**config.mk**
```make
export PLATFORM = sky130hd
export DESIGN_NAME = apb_master_arbiter_flat
export DESIGN_NICKNAME = d
export VERILOG_FILES = /design/src/rtl/apb_master_arbiter_if.sv /design/src/rtl/apb_master_arbiter.sv /design/src/flat_wrapper.sv
export SDC_FILE = /design/constraint.sdc
export NUM_CORES = 1
export LEC_CHECK = 0
export CELL_PAD_IN_SITES_DETAIL_PLACEMENT = 1
export CELL_PAD_IN_SITES_GLOBAL_PLACEMENT = 1
export CORE_ASPECT_RATIO = 0.8
export CORE_MARGIN = 2
export CORE_UTILIZATION = 29
export DETAILED_ROUTE_END_ITERATION = 16
export MAX_ROUTING_LAYER = met4
export PLACE_DENSITY = 0.87
export SETUP_SLACK_MARGIN = 0.3
export SYNTH_ARGS = -nofsm -noshare
export SYNTH_HDL_FRONTEND = slang
export SYNTH_SLANG_ARGS = --single-unit
```
**constraint.sdc**
```tcl
create_clock -name PCLK -period 6.9 [get_ports PCLK]
set_input_delay 1.38 -clock PCLK [delete_from_list [all_inputs] [get_ports PCLK]]
set_output_delay 1.38 -clock PCLK [all_outputs]
set_load 0.1 [all_outputs]
```
**src/rtl/apb_master_arbiter_if.sv**
```systemverilog
// apb_master_arbiter_if
// Groups the requester handshake and the APB3 bus driven by apb_master_arbiter.
//   Requester side : REQ, REQ_WRITE, REQ_ADDR, REQ_WDATA (in to arbiter),
//                    DONE, RDATA, ERR, TMO (out from arbiter)
//   APB side       : PADDR, PSEL, PENABLE, PWRITE, PWDATA (out from arbiter),
//                    PRDATA, PREADY, PSLVERR (in to arbiter)
// NUM_REQ must match the NUM_REQ of the arbiter the interface is bound to.
interface apb_master_arbiter_if #(
    parameter int NUM_REQ = 4
);
    logic [NUM_REQ-1:0]    REQ;
    logic [NUM_REQ-1:0]    REQ_WRITE;
    logic [32*NUM_REQ-1:0] REQ_ADDR;
    logic [32*NUM_REQ-1:0] REQ_WDATA;
    logic [NUM_REQ-1:0]    DONE;
    logic [31:0]           RDATA;
    logic                  ERR;
    logic                  TMO;

    logic [31:0]           PADDR;
    logic [15:0]           PSEL;
    logic                  PENABLE;
    logic                  PWRITE;
    logic [31:0]           PWDATA;
    logic [31:0]           PRDATA;
    logic                  PREADY;
    logic                  PSLVERR;

    // Arbiter side
    modport master (
        input  REQ, REQ_WRITE, REQ_ADDR, REQ_WDATA, PRDATA, PREADY, PSLVERR,
        output DONE, RDATA, ERR, TMO, PADDR, PSEL, PENABLE, PWRITE, PWDATA
    );

    // Requesters plus APB slave side
    modport slave (
        output REQ, REQ_WRITE, REQ_ADDR, REQ_WDATA, PRDATA, PREADY, PSLVERR,
        input  DONE, RDATA, ERR, TMO, PADDR, PSEL, PENABLE, PWRITE, PWDATA
    );
endinterface

```
**src/rtl/apb_master_arbiter.sv**
```systemverilog
// apb_master_arbiter
// Round-robin arbiter in front of an APB3 master sequencer. Up to eight
// requesters hold REQ until a one-cycle DONE pulse; the granted request is
// run as SETUP/ACCESS on the APB bus, with a PREADY wait-state timeout.
// Ports:
//   PCLK    clock
//   PRESET  asynchronous active-high reset
//   bus     apb_master_arbiter_if.master (requester handshake + APB bus)
// Parameters:
//   NUM_REQ 1..8       number of requesters
//   TIMEOUT 1..65535   ACCESS cycles with PREADY low tolerated before abort
module apb_master_arbiter #(
    parameter int NUM_REQ = 4,
    parameter int TIMEOUT = 255
) (
    input logic                  PCLK,
    input logic                  PRESET,
    apb_master_arbiter_if.master bus
);

    typedef enum logic [1:0] {IDLE, SETUP, ACCESS} state_t;

    state_t               state;
    logic [2:0]           last_grant;
    logic [2:0]           grant;
    logic [15:0]          wait_cnt;

    logic [NUM_REQ-1:0]   done_q;
    logic [31:0]          rdata_q;
    logic                 err_q;
    logic                 tmo_q;
    logic [31:0]          paddr_q;
    logic [15:0]          psel_q;
    logic                 penable_q;
    logic                 pwrite_q;
    logic [31:0]          pwdata_q;

    // Requester inputs padded to a fixed 8-entry view so the grant index
    // never selects outside the real vectors.
    logic [7:0]           eligible;
    logic [7:0]           req_write8;
    logic [31:0]          req_addr  [8];
    logic [31:0]          req_wdata [8];

    logic                 grant_valid;
    logic [2:0]           grant_next;
    logic [3:0]           cand;

    function automatic logic [NUM_REQ-1:0] grant_onehot(input logic [2:0] g);
        logic [NUM_REQ-1:0] r;
        r = '0;
        for (int i = 0; i < NUM_REQ; i++) begin
            r[i] = (3'(i) == g);
        end
        return r;
    endfunction

    for (genvar i = 0; i < 8; i++) begin : g_pad
        if (i < NUM_REQ) begin : g_used
            // A requester in its own DONE cycle still shows the old REQ;
            // masking it stops a stale regrant.
            assign eligible[i]   = bus.REQ[i] & ~done_q[i];
            assign req_write8[i] = bus.REQ_WRITE[i];
            assign req_addr[i]   = bus.REQ_ADDR[32*i +: 32];
            assign req_wdata[i]  = bus.REQ_WDATA[32*i +: 32];
        end else begin : g_unused
            assign eligible[i]   = 1'b0;
            assign req_write8[i] = 1'b0;
            assign req_addr[i]   = '0;
            assign req_wdata[i]  = '0;
        end
    end

    // Search upward from last_grant+1, wrapping at NUM_REQ. last_grant is
    // always below NUM_REQ, so one conditional subtraction wraps the sum.
    always_comb begin
        grant_valid = 1'b0;
        grant_next  = '0;
        cand        = '0;
        for (int k = 1; k <= NUM_REQ; k++) begin
            cand = {1'b0, last_grant} + 4'(k);
            if (cand >= 4'(NUM_REQ)) begin
                cand = cand - 4'(NUM_REQ);
            end
            if (!grant_valid && eligible[cand[2:0]]) begin
                grant_valid = 1'b1;
                grant_next  = cand[2:0];
            end
        end
    end

    always_ff @(posedge PCLK or posedge PRESET) begin
        if (PRESET) begin
            state      <= IDLE;
            last_grant <= 3'(NUM_REQ - 1);
            grant      <= '0;
            wait_cnt   <= '0;
            done_q     <= '0;
            rdata_q    <= '0;
            err_q      <= 1'b0;
            tmo_q      <= 1'b0;
            paddr_q    <= '0;
            psel_q     <= '0;
            penable_q  <= 1'b0;
            pwrite_q   <= 1'b0;
            pwdata_q   <= '0;
        end else begin
            done_q <= '0;
            case (state)
                IDLE: begin
                    if (grant_valid) begin
                        grant    <= grant_next;
                        paddr_q  <= req_addr[grant_next];
                        pwrite_q <= req_write8[grant_next];
                        pwdata_q <= req_wdata[grant_next];
                        psel_q   <= 16'h0001 << req_addr[grant_next][27:24];
                        wait_cnt <= '0;
                        state    <= SETUP;
                    end
                end
                SETUP: begin
                    penable_q <= 1'b1;
                    state     <= ACCESS;
                end
                ACCESS: begin
                    // PREADY is checked first so a ready slave in the same
                    // cycle the count expires completes normally.
                    if (bus.PREADY || (wait_cnt == 16'(TIMEOUT))) begin
                        psel_q     <= '0;
                        penable_q  <= 1'b0;
                        done_q     <= grant_onehot(grant);
                        last_grant <= grant;
                        state      <= IDLE;
                        if (bus.PREADY) begin
                            rdata_q <= pwrite_q ? 32'h0 : bus.PRDATA;
                            err_q   <= bus.PSLVERR;
                            tmo_q   <= 1'b0;
                        end else begin
                            rdata_q <= '0;
                            err_q   <= 1'b1;
                            tmo_q   <= 1'b1;
                        end
                    end else begin
                        wait_cnt <= wait_cnt + 16'd1;
                    end
                end
                default: state <= IDLE;
            endcase
        end
    end

    assign bus.DONE    = done_q;
    assign bus.RDATA   = rdata_q;
    assign bus.ERR     = err_q;
    assign bus.TMO     = tmo_q;
    assign bus.PADDR   = paddr_q;
    assign bus.PSEL    = psel_q;
    assign bus.PENABLE = penable_q;
    assign bus.PWRITE  = pwrite_q;
    assign bus.PWDATA  = pwdata_q;

endmodule
```
**src/flat_wrapper.sv**
```systemverilog
// flat-port wrapper written by rule: the top's interface ports become plain ports
module apb_master_arbiter_flat 
#(
    parameter int NUM_REQ = 4,
    parameter int TIMEOUT = 255
)
  (PCLK, PRESET, bus_REQ, bus_REQ_WRITE, bus_REQ_ADDR, bus_REQ_WDATA, bus_PRDATA, bus_PREADY, bus_PSLVERR, bus_DONE, bus_RDATA, bus_ERR, bus_TMO, bus_PADDR, bus_PSEL, bus_PENABLE, bus_PWRITE, bus_PWDATA);
  apb_master_arbiter_if #(.NUM_REQ(NUM_REQ)) bus_i ();
  input logic PCLK;
  input logic PRESET;
  input wire logic [$bits(bus_i.REQ)-1:0] bus_REQ;
  input wire logic [$bits(bus_i.REQ_WRITE)-1:0] bus_REQ_WRITE;
  input wire logic [$bits(bus_i.REQ_ADDR)-1:0] bus_REQ_ADDR;
  input wire logic [$bits(bus_i.REQ_WDATA)-1:0] bus_REQ_WDATA;
  input wire logic [$bits(bus_i.PRDATA)-1:0] bus_PRDATA;
  input wire logic [$bits(bus_i.PREADY)-1:0] bus_PREADY;
  input wire logic [$bits(bus_i.PSLVERR)-1:0] bus_PSLVERR;
  output wire logic [$bits(bus_i.DONE)-1:0] bus_DONE;
  output wire logic [$bits(bus_i.RDATA)-1:0] bus_RDATA;
  output wire logic [$bits(bus_i.ERR)-1:0] bus_ERR;
  output wire logic [$bits(bus_i.TMO)-1:0] bus_TMO;
  output wire logic [$bits(bus_i.PADDR)-1:0] bus_PADDR;
  output wire logic [$bits(bus_i.PSEL)-1:0] bus_PSEL;
  output wire logic [$bits(bus_i.PENABLE)-1:0] bus_PENABLE;
  output wire logic [$bits(bus_i.PWRITE)-1:0] bus_PWRITE;
  output wire logic [$bits(bus_i.PWDATA)-1:0] bus_PWDATA;
  assign bus_i.REQ = bus_REQ;
  assign bus_i.REQ_WRITE = bus_REQ_WRITE;
  assign bus_i.REQ_ADDR = bus_REQ_ADDR;
  assign bus_i.REQ_WDATA = bus_REQ_WDATA;
  assign bus_i.PRDATA = bus_PRDATA;
  assign bus_i.PREADY = bus_PREADY;
  assign bus_i.PSLVERR = bus_PSLVERR;
  assign bus_DONE = bus_i.DONE;
  assign bus_RDATA = bus_i.RDATA;
  assign bus_ERR = bus_i.ERR;
  assign bus_TMO = bus_i.TMO;
  assign bus_PADDR = bus_i.PADDR;
  assign bus_PSEL = bus_i.PSEL;
  assign bus_PENABLE = bus_i.PENABLE;
  assign bus_PWRITE = bus_i.PWRITE;
  assign bus_PWDATA = bus_i.PWDATA;
  apb_master_arbiter #(.NUM_REQ(NUM_REQ), .TIMEOUT(TIMEOUT)) u_core (.PCLK(PCLK), .PRESET(PRESET), .bus(bus_i));
endmodule
```
==> metrics.cfg, run 1 <==
[run_status]
status=finished clean

[cts]
cts_tree=done
post_cts_resize_count=0
numCtsBuffers=17
cts_max_level=4
cts_buffer_depth=2
clk_pin_slew_ns=0.08
clkSinkCount=144
postCtsSetupRepairBufs=0
ctsHoldBuffers=0
clock-root-buffer=clkbuf_16
insertion_delay_ns=0.43

[placement]
pre_cts_slack_ns=1.54
gp_routability_congestion=0.887
placed_area_sq_mm=0.0128
port_buffers=419
dp_hpwl_microns=25400

[timing]
finalSetupViolations=0
fin_crit_sh=0.735
slew_viol_final=0
worst_slew_pin_slew_ns=1.09
hold_ws_ns=0.469
fin_crit_ns=5.07
relSlewSlack=0.274
finalWorstSetupSlack_ns=1.83
worst_clock_skew_ns=0.0135
timing.final.hold_violations=0
fmax_mhz=197
tns_ns=0
rsz0062_at_grt=false

[yosys]
syn_area_per_cell_sq_um=9.08
syn_inst=913
synthesis.area_sq_mm=0.00829
synthTopCellsByArea=dfrtp_1, a211oi_1, and2_1, nand2_1, o31ai_1
synth_cell_types=66
synth_edf_count=0
synthArstFlopShare=1.00
synth_top_area_cell=dfrtp_1
yosysTopAreaCellShare=0.428
ys.flop_type=dfrtp_1
ys_warn_count=0
syn_nets=1216
ys_ff_latch=144
yosysSeqAreaShare=0.435

[drt]
drt_pre_antenna_iters=6
final_antenna_net_count=0
drc=0
wire_per_inst_microns=20.5
wl_microns=34300
viasPerCell=5.15
drt_iter0_markers=494
routed-via-count=8608

[die]
row_count=55
core_area_sq_mm=0.0282
ioPinCount=420
die_x_microns=193
dieArea_sq_mm=0.0300
initial_core_util=0.294
die_y_microns=155

[critical_path]
cp.arrival_ns=5.38
cp-end-kind=flop
crit_chain=inv_1 -> ha_1 -> nor4b_1 -> a31oi_1 -> a2bb2oi_4 -> a311o_2 -> buf_4 -> buf_4 -> a211oi_1 -> o21a_1 -> o2bb2ai_1 -> a32o_1
critPathLaunchType=flop
crit_path_frequent_cell=buf_4
slowest_delay_ns=0.83
worst-r2r-cell-count=12
cp_slowest_cell=dfstp_2
path_class=reg -> reg
rr_endpoint=u_core.bus.PSEL[10]
reg2reg_slack_ns=1.83
crit-reg2reg-launch=u_core.last_grant[0]
cp_max_fo=88
required_ns=7.21

[cells_and_area]
drive_above_1_share=0.0532
mostFrequentLayoutCell=clkdlybuf4s50_1
nets=1588
finalInstanceArea_sq_mm=0.0134
layout.cells.most_common_list=clkdlybuf4s50_1, nand2_1, dfrtp_1
area_growth_pct=61.4

[global_route]
grt_max_degree=98
antenna_found_initial=2
grt_overflow=0
grt_pass1_wl_microns=52000
grt_usage=0.233
grt_pass1_vias=9191

[flow_run]
drv_cap=0

[hold_path]
min_to=u_core.bus.RDATA[9]
hp-start=u_core.bus.RDATA[9]
hold_path_class=reg -> reg
hold_depth=2

worst max-delay path by stage:
stage                                     from                  end  slack [ns]  cells after the start
after floorplan                         PRESET   u_core.bus.DONE[0]        1.66                      1
after CTS                 u_core.last_grant[0]  u_core.bus.PSEL[10]        1.90                     12
final                     u_core.last_grant[0]  u_core.bus.PSEL[10]        1.83                     12
after detailed placement            bus_REQ[3]  u_core.bus.PSEL[14]        1.54                     11
after global routing      u_core.last_grant[0]  u_core.bus.PSEL[10]        1.51                     12
after global placement              bus_REQ[2]  u_core.bus.PSEL[12]        1.69                     11
flip-flops by register name, indices dropped and copies added (netlist names):
signal and flops:
u_core.state 2, u_core.bus.PWRITE 1, u_core.bus.PADDR 32, u_core.bus.PSEL 16, u_core.bus.DONE 4, u_core.grant 3, u_core.bus.TMO 1, u_core.wait_cnt 16
u_core.bus.ERR 1, u_core.last_grant 3, u_core.bus.RDATA 32, u_core.bus.PENABLE 1, u_core.bus.PWDATA 32
cell usage after synthesis, types with 3 or more instances:
cell type and count:
a211oi_1 126, a21oi_1 7, a32o_1 12, and2_1 124, and3_1 4, and4_1 3
buf_1 3, buf_2 5, clkbuf_1 66, dfrtp_1 142, ha_1 3, inv_1 5
mux2i_1 6, mux2i_4 3, nand2_1 159, nand2b_1 5, nand3_1 39, nand4_1 5
nor2_1 24, nor2b_1 8, nor3_1 8, nor4_1 3, nor4b_1 5, o211ai_1 4
o21a_1 4, o21ai_0 15, o21ai_1 3, o2bb2ai_1 3, o31ai_1 65, xor2_1 11
worst max-delay path, delay by kind of cell, from the launching register on:
family                     cells  cell delay (ns)
adders and majority gates      1             0.58
and+or+nand+nor                1             0.10
buffers and inverters          3             1.55
AOI/OAI and AO/OA              7             1.77
DFF                            1             0.83
metal layers:
layer	vias to the layer above	part of all wire	global-route usage	wire, microns
met5	-	0	-	0
met4	0	0.027	0.0761	928
met3	55	0.056	0.0530	1940
met2	271	0.50	0.388	17000
met1	4218	0.42	0.280	14500
li1	4064	-	-	-
cells by family after synthesis:
| logic type | share of synthesized area |
|---|---|
| mux | 0.0213 |
| compound gates | 0.244 |
| simple gates | 0.241 |
| xor+xnor | 0.0137 |
| fa+ha+maj | 0.00453 |
| flops | 0.435 |
| buf+inv | 0.0410 |
cell type report:
class	count	area, sq um
Clock inverter	15	189
Tap cell	370	463
Multi-Input combinational cell	686	4380
Timing Repair Buffer	430	4290
Antenna cell	2	5.00
Fill cell	3201	14800
Clock buffer	17	425
Inverter	6	27.5
Sequential cell	144	3610
through the flow:
step                      cells  utilization
after floorplan             913            -
after global placement     1636        0.452
after detailed placement   1636        0.452
after CTS                  1668        0.474
after global routing       1670        0.474
final                      1670        0.474
Power of run 1 is not shown: default switching activity piles up to over one toggle a cycle in this logic, so the estimate is an artifact.
==> run 2: changes to the inputs <==
==> constraint.sdc (replaced) <==
create_clock -name PCLK -period 5.1 [get_ports PCLK]
set_input_delay 1.02 -clock PCLK [delete_from_list [all_inputs] [get_ports PCLK]]
set_output_delay 1.02 -clock PCLK [all_outputs]
set_load 0.1 [all_outputs]
==> metrics.cfg, run 2 (synthesis gave the netlist of run 1 again) <==
[global_route]
antenna_found_initial=0  ; -2
grt_max_degree=80  ; -18%
grt_usage=0.236  ; +0.00306
grt_pass1_vias=9247  ; +0.61%
grt_pass1_wl_microns=52800  ; +1.6%
grt_overflow=0  ; unchanged

[drt]
wire_per_inst_microns=20.8  ; +1.2%
drt_iter0_markers=504  ; +2.0%
drt_pre_antenna_iters=4  ; -2
wl_microns=34800  ; +1.4%
drc=0  ; unchanged
viasPerCell=5.19  ; +0.69%
final_antenna_net_count=0  ; unchanged
routed-via-count=8688  ; +0.93%

[critical_path]
path_delay_family=compound AO/OA/AOI/OAI gates
cp_slowest_cell=dfstp_2
cp.arrival_ns=4.78  ; -0.60 ns
path_class=reg -> reg
cp-end-kind=flop
path_buf_inv=1  ; -2
critPathLaunchType=flop
crit_path_frequent_cell=mux2i_1
slowest_delay_ns=0.81  ; -0.02 ns
cp_max_fo=28  ; -68%
crit_chain=inv_1 -> ha_1 -> nor4b_1 -> a31oi_1 -> a2bb2oi_4 -> a2bb2oi_2 -> and2_4 -> mux2i_1 -> mux2i_1 -> a32o_1
required_ns=5.45  ; -1.76 ns

[cts]
numCtsBuffers=17  ; unchanged
cts_buffer_depth=2  ; unchanged
insertion_delay_ns=0.42  ; about the same
clock-root-buffer=clkbuf_16
clkSinkCount=144  ; unchanged
cts_max_level=4  ; unchanged
postCtsSetupRepairBufs=0  ; unchanged
cts_tree=done
post_cts_resize_count=0  ; unchanged
ctsHoldBuffers=0  ; unchanged
clk_pin_slew_ns=0.07  ; about the same

[timing]
worst_slew_pin_slew_ns=1.11  ; +0.0241 ns
finalSetupViolations=0  ; unchanged
fin_crit_sh=0.868  ; +0.133
worst_clock_skew_ns=0.0120  ; -0.00156 ns
timing.final.hold_violations=0  ; unchanged
rsz0062_at_grt=false
slew_viol_final=0  ; unchanged
tns_ns=0  ; unchanged
fmax_mhz=226  ; +15%
relSlewSlack=0.257  ; -0.0161
fin_crit_ns=4.43  ; -0.648 ns

[cells_and_area]
mostFrequentLayoutCell=clkdlybuf4s50_1
fillers=3185  ; -0.50%
nets=1594  ; +0.38%
area_growth_pct=61.9
drive_above_1_share=0.0560  ; +0.00287
layout.cells.most_common_list=clkdlybuf4s50_1, nand2_1, dfrtp_1

[die]
core_area_sq_mm=0.0282  ; unchanged
initial_core_util=0.294  ; unchanged
die_y_microns=155  ; unchanged
row_count=55  ; unchanged
ioPinCount=420  ; unchanged
dieArea_sq_mm=0.0300  ; unchanged
die_x_microns=193  ; unchanged

[flow_run]
drv_cap=0  ; unchanged

[placement]
dp_hpwl_microns=26400  ; +3.7%
gp_routability_congestion=0.843  ; -5.0%
port_buffers=419  ; unchanged

[run_status]
status=finished clean

[hold_path]
hold_path_class=reg -> reg

-- run 2: path summary, 6_finish.rpt --
| check | startpoint | to | slack [ns] | cells past startpoint |
|---|---|---|---|---|
| setup / recovery | u_core.last_grant[0] | u_core.bus.PSEL[12] | 0.67 | 10 |
| hold / removal | u_core.bus.RDATA[10] | u_core.bus.RDATA[10] | 0.47 | 2 |
| setup reg to reg | u_core.last_grant[0] | u_core.bus.PSEL[12] | 0.67 | 10 |
| hold reg to reg | u_core.bus.RDATA[10] | u_core.bus.RDATA[10] | 0.47 | 2 |
| max in group asynchronous | PRESET | u_core.bus.PADDR[5] | 3.06 | 3 |
| min in group asynchronous | PRESET | u_core.bus.PADDR[27] | 0.99 | 2 |
-- run 2: area by class of cell --
type / count / area [sq um] / share of cell area
diodes: 1 / 2.50 / 0.000186
clock buffers: 19 / 443 / 0.0330
clock inverters: 12 / 159 / 0.0118
inverters: 6 / 26.3 / 0.00196
multi-input cells: 686 / 4380 / 0.326
flip-flops and latches: 144 / 3610 / 0.269
well taps: 370 / 463 / 0.0345
repair buffers: 436 / 4350 / 0.324
-- run 2: metrics by stage --
| stage | util | area, sq um | worst slack (ns) | cells | hold WS [ns] |
|---|---|---|---|---|---|
| finish | 0.476 | 13400 | 0.674 | 1674 | 0.466 |
| global route | 0.476 | 13400 | 0.358 | 1673 | 0.496 |
| CTS | 0.476 | 13400 | 0.715 | 1673 | 0.470 |
| detailed placement | 0.454 | 12800 | 0.738 | 1642 | 0.455 |
| global placement | 0.454 | 12800 | 0.903 | 1642 | 0.450 |
| floorplan | - | 8300 | 1.55 | 913 | 0.448 |
-- run 2: metal layers --
metal | GRT usage | part of all wire
met2 | 0.398 | 0.50
met4 | 0.0747 | 0.024
met3 | 0.0485 | 0.051
met5 | - | 0
met1 | 0.283 | 0.42
-- run 2: worst register-to-register path, stage by stage, from the launching register on --
cell	delay (ns)
dfstp_2	0.81
inv_1	0.37
ha_1	0.59
nor4b_1	0.09
a31oi_1	0.41
a2bb2oi_4	0.29
a2bb2oi_2	0.26
and2_4	0.48
mux2i_1	0.17
mux2i_1	0.61
a32o_1	0.29
Power of run 2 is left out for the same reason.
==> run 3: changes to the inputs <==
--- a/config.mk
+++ b/config.mk
@@ -9,10 +9,10 @@
 export CELL_PAD_IN_SITES_GLOBAL_PLACEMENT = 1
 export CORE_ASPECT_RATIO = 0.8
 export CORE_MARGIN = 2
-export CORE_UTILIZATION = 29
+export CORE_UTILIZATION = 31
 export DETAILED_ROUTE_END_ITERATION = 16
 export MAX_ROUTING_LAYER = met4
-export PLACE_DENSITY = 0.87
+export PLACE_DENSITY = 0.92
 export SETUP_SLACK_MARGIN = 0.3
 export SYNTH_ARGS = -nofsm -noshare
 export SYNTH_HDL_FRONTEND = slang
==> constraint.sdc (replaced) <==
create_clock -name PCLK -period 5.6 [get_ports PCLK]
set_input_delay 1.12 -clock PCLK [delete_from_list [all_inputs] [get_ports PCLK]]
set_output_delay 1.12 -clock PCLK [all_outputs]
set_load 0.1 [all_outputs]
==> metrics.cfg, run 3 (synthesis gave the netlist of run 1 again) <==
[run_status]
status=finished clean

[timing]
fin_crit_sh=0.813  ; -0.0552
tns_ns=0  ; unchanged
slew_viol_final=0  ; unchanged
rsz0062_at_grt=false
finalSetupViolations=0  ; unchanged
fmax_mhz=220  ; -2.7%
worst_slew_pin_slew_ns=1.09  ; -0.0189 ns
timing.final.hold_violations=0  ; unchanged
fin_crit_ns=4.55  ; +0.125 ns
worst_clock_skew_ns=0.0153  ; +0.00332 ns
relSlewSlack=0.271  ; +0.0131

[drt]
final_antenna_net_count=0  ; unchanged
drt_iter0_markers=511  ; +1.4%
viasPerCell=5.32  ; +2.6%
wire_per_inst_microns=21.3  ; +2.5%
wl_microns=35400  ; +1.7%
drc=0  ; unchanged
drt_pre_antenna_iters=5  ; +1
routed-via-count=8837  ; +1.7%

[die]
ioPinCount=420  ; unchanged
initial_core_util=0.316  ; +0.0219
die_y_microns=150  ; -3.2%
die_x_microns=187  ; -3.2%
dieArea_sq_mm=0.0281  ; -6.3%
row_count=53  ; -3.6%
core_area_sq_mm=0.0263  ; -6.9%

[critical_path]
cp.arrival_ns=4.90  ; +0.12 ns
cp-end-kind=flop
critPathLaunchType=flop
required_ns=5.95  ; +0.50 ns
path_class=reg -> reg
cp_max_fo=37  ; +32%

[cts]
clock-root-buffer=clkbuf_16
insertion_delay_ns=0.42  ; about the same
cts_max_level=4  ; unchanged
postCtsSetupRepairBufs=0  ; unchanged
cts_tree=done
numCtsBuffers=17  ; unchanged
cts_buffer_depth=2  ; unchanged
ctsHoldBuffers=0  ; unchanged
post_cts_resize_count=0  ; unchanged
clk_pin_slew_ns=0.07  ; about the same
clkSinkCount=144  ; unchanged

[placement]
placed_area_sq_mm=0.0128  ; -0.23%
dp_hpwl_microns=27000  ; +2.2%
gp_routability_congestion=0.865  ; +2.6%
port_buffers=419  ; unchanged

[cells_and_area]
layout.cells.most_common_list=clkdlybuf4s50_1, nand2_1, dfrtp_1
drive_above_1_share=0.0561  ; about the same
mostFrequentLayoutCell=clkdlybuf4s50_1
register_area_sq_mm=0.00361  ; unchanged
fin_util=0.510  ; +0.0342
fillers=2988  ; -6.2%
multi_input_area_sq_mm=0.00438  ; unchanged
finalInstanceArea_sq_mm=0.0134  ; -0.24%
nets=1592  ; -0.13%
area_growth_pct=61.5

[global_route]
grt_usage=0.251  ; +0.0147
grt_max_degree=115  ; +44%
antenna_found_initial=2  ; +2
grt_pass1_vias=9334  ; +0.94%
grt_pass1_wl_microns=53100  ; +0.56%
grt_overflow=0  ; unchanged

[flow_run]
drv_cap=0  ; unchanged

[hold_path]
hold_path_class=reg -> reg

[run 3: per-layer routing]
layer,track usage,up-vias,wire (microns)
li1,-,4075,-
met1,0.298,4363,14500
met2,0.423,332,17600
met3,0.0522,67,2010
met4,0.0960,0,1250
met5,-,-,0
[run 3: layout make-up]
class                   count  share of cell area
clock buffers              17              0.0318
repair buffers            434               0.323
flip-flops and latches    144               0.269
clock inverters            15              0.0130
multi-input cells         686               0.327
diodes                      1            0.000187
well taps                 357              0.0334
inverters                   6             0.00206
[run 3: worst max-delay path, stage by stage (launching register included)]
cell,delay (ns)
dfstp_2,0.82
inv_1,0.38
ha_1,0.59
nor4b_1,0.11
a31oi_1,0.36
a2bb2oi_4,0.30
a2bb2oi_2,0.25
and2_4,0.59
mux2i_1,0.21
mux2i_1,0.59
a32o_1,0.28
[run 3: stage by stage]
step | setup WS (ns) | instances | hold slack [ns]
2_1_floorplan | 0.617 | 913 | 0.448
3_3_place_gp | 1.23 | 1627 | 0.450
3_5_place_dp | 1.05 | 1627 | 0.460
4_1_cts | 1.08 | 1659 | 0.476
5_1_grt | 0.763 | 1660 | 0.504
6_report | 1.05 | 1660 | 0.471
[run 3: final timing paths]
kind | start | endpoint | slack, ns | cells after the start
worst min-delay path | u_core.bus.RDATA[9] | u_core.bus.RDATA[9] | 0.47 | 2
worst max-delay path | u_core.last_grant[0] | u_core.bus.PSEL[14] | 1.05 | 10
worst max register to register | u_core.last_grant[0] | u_core.bus.PSEL[14] | 1.05 | 10
min in group asynchronous | PRESET | u_core.bus.RDATA[1] | 1.17 | 2
worst min register to register | u_core.bus.RDATA[9] | u_core.bus.RDATA[9] | 0.47 | 2
max in group asynchronous | PRESET | u_core.bus.PADDR[26] | 3.35 | 3
Power of run 3 is left out for the same reason.
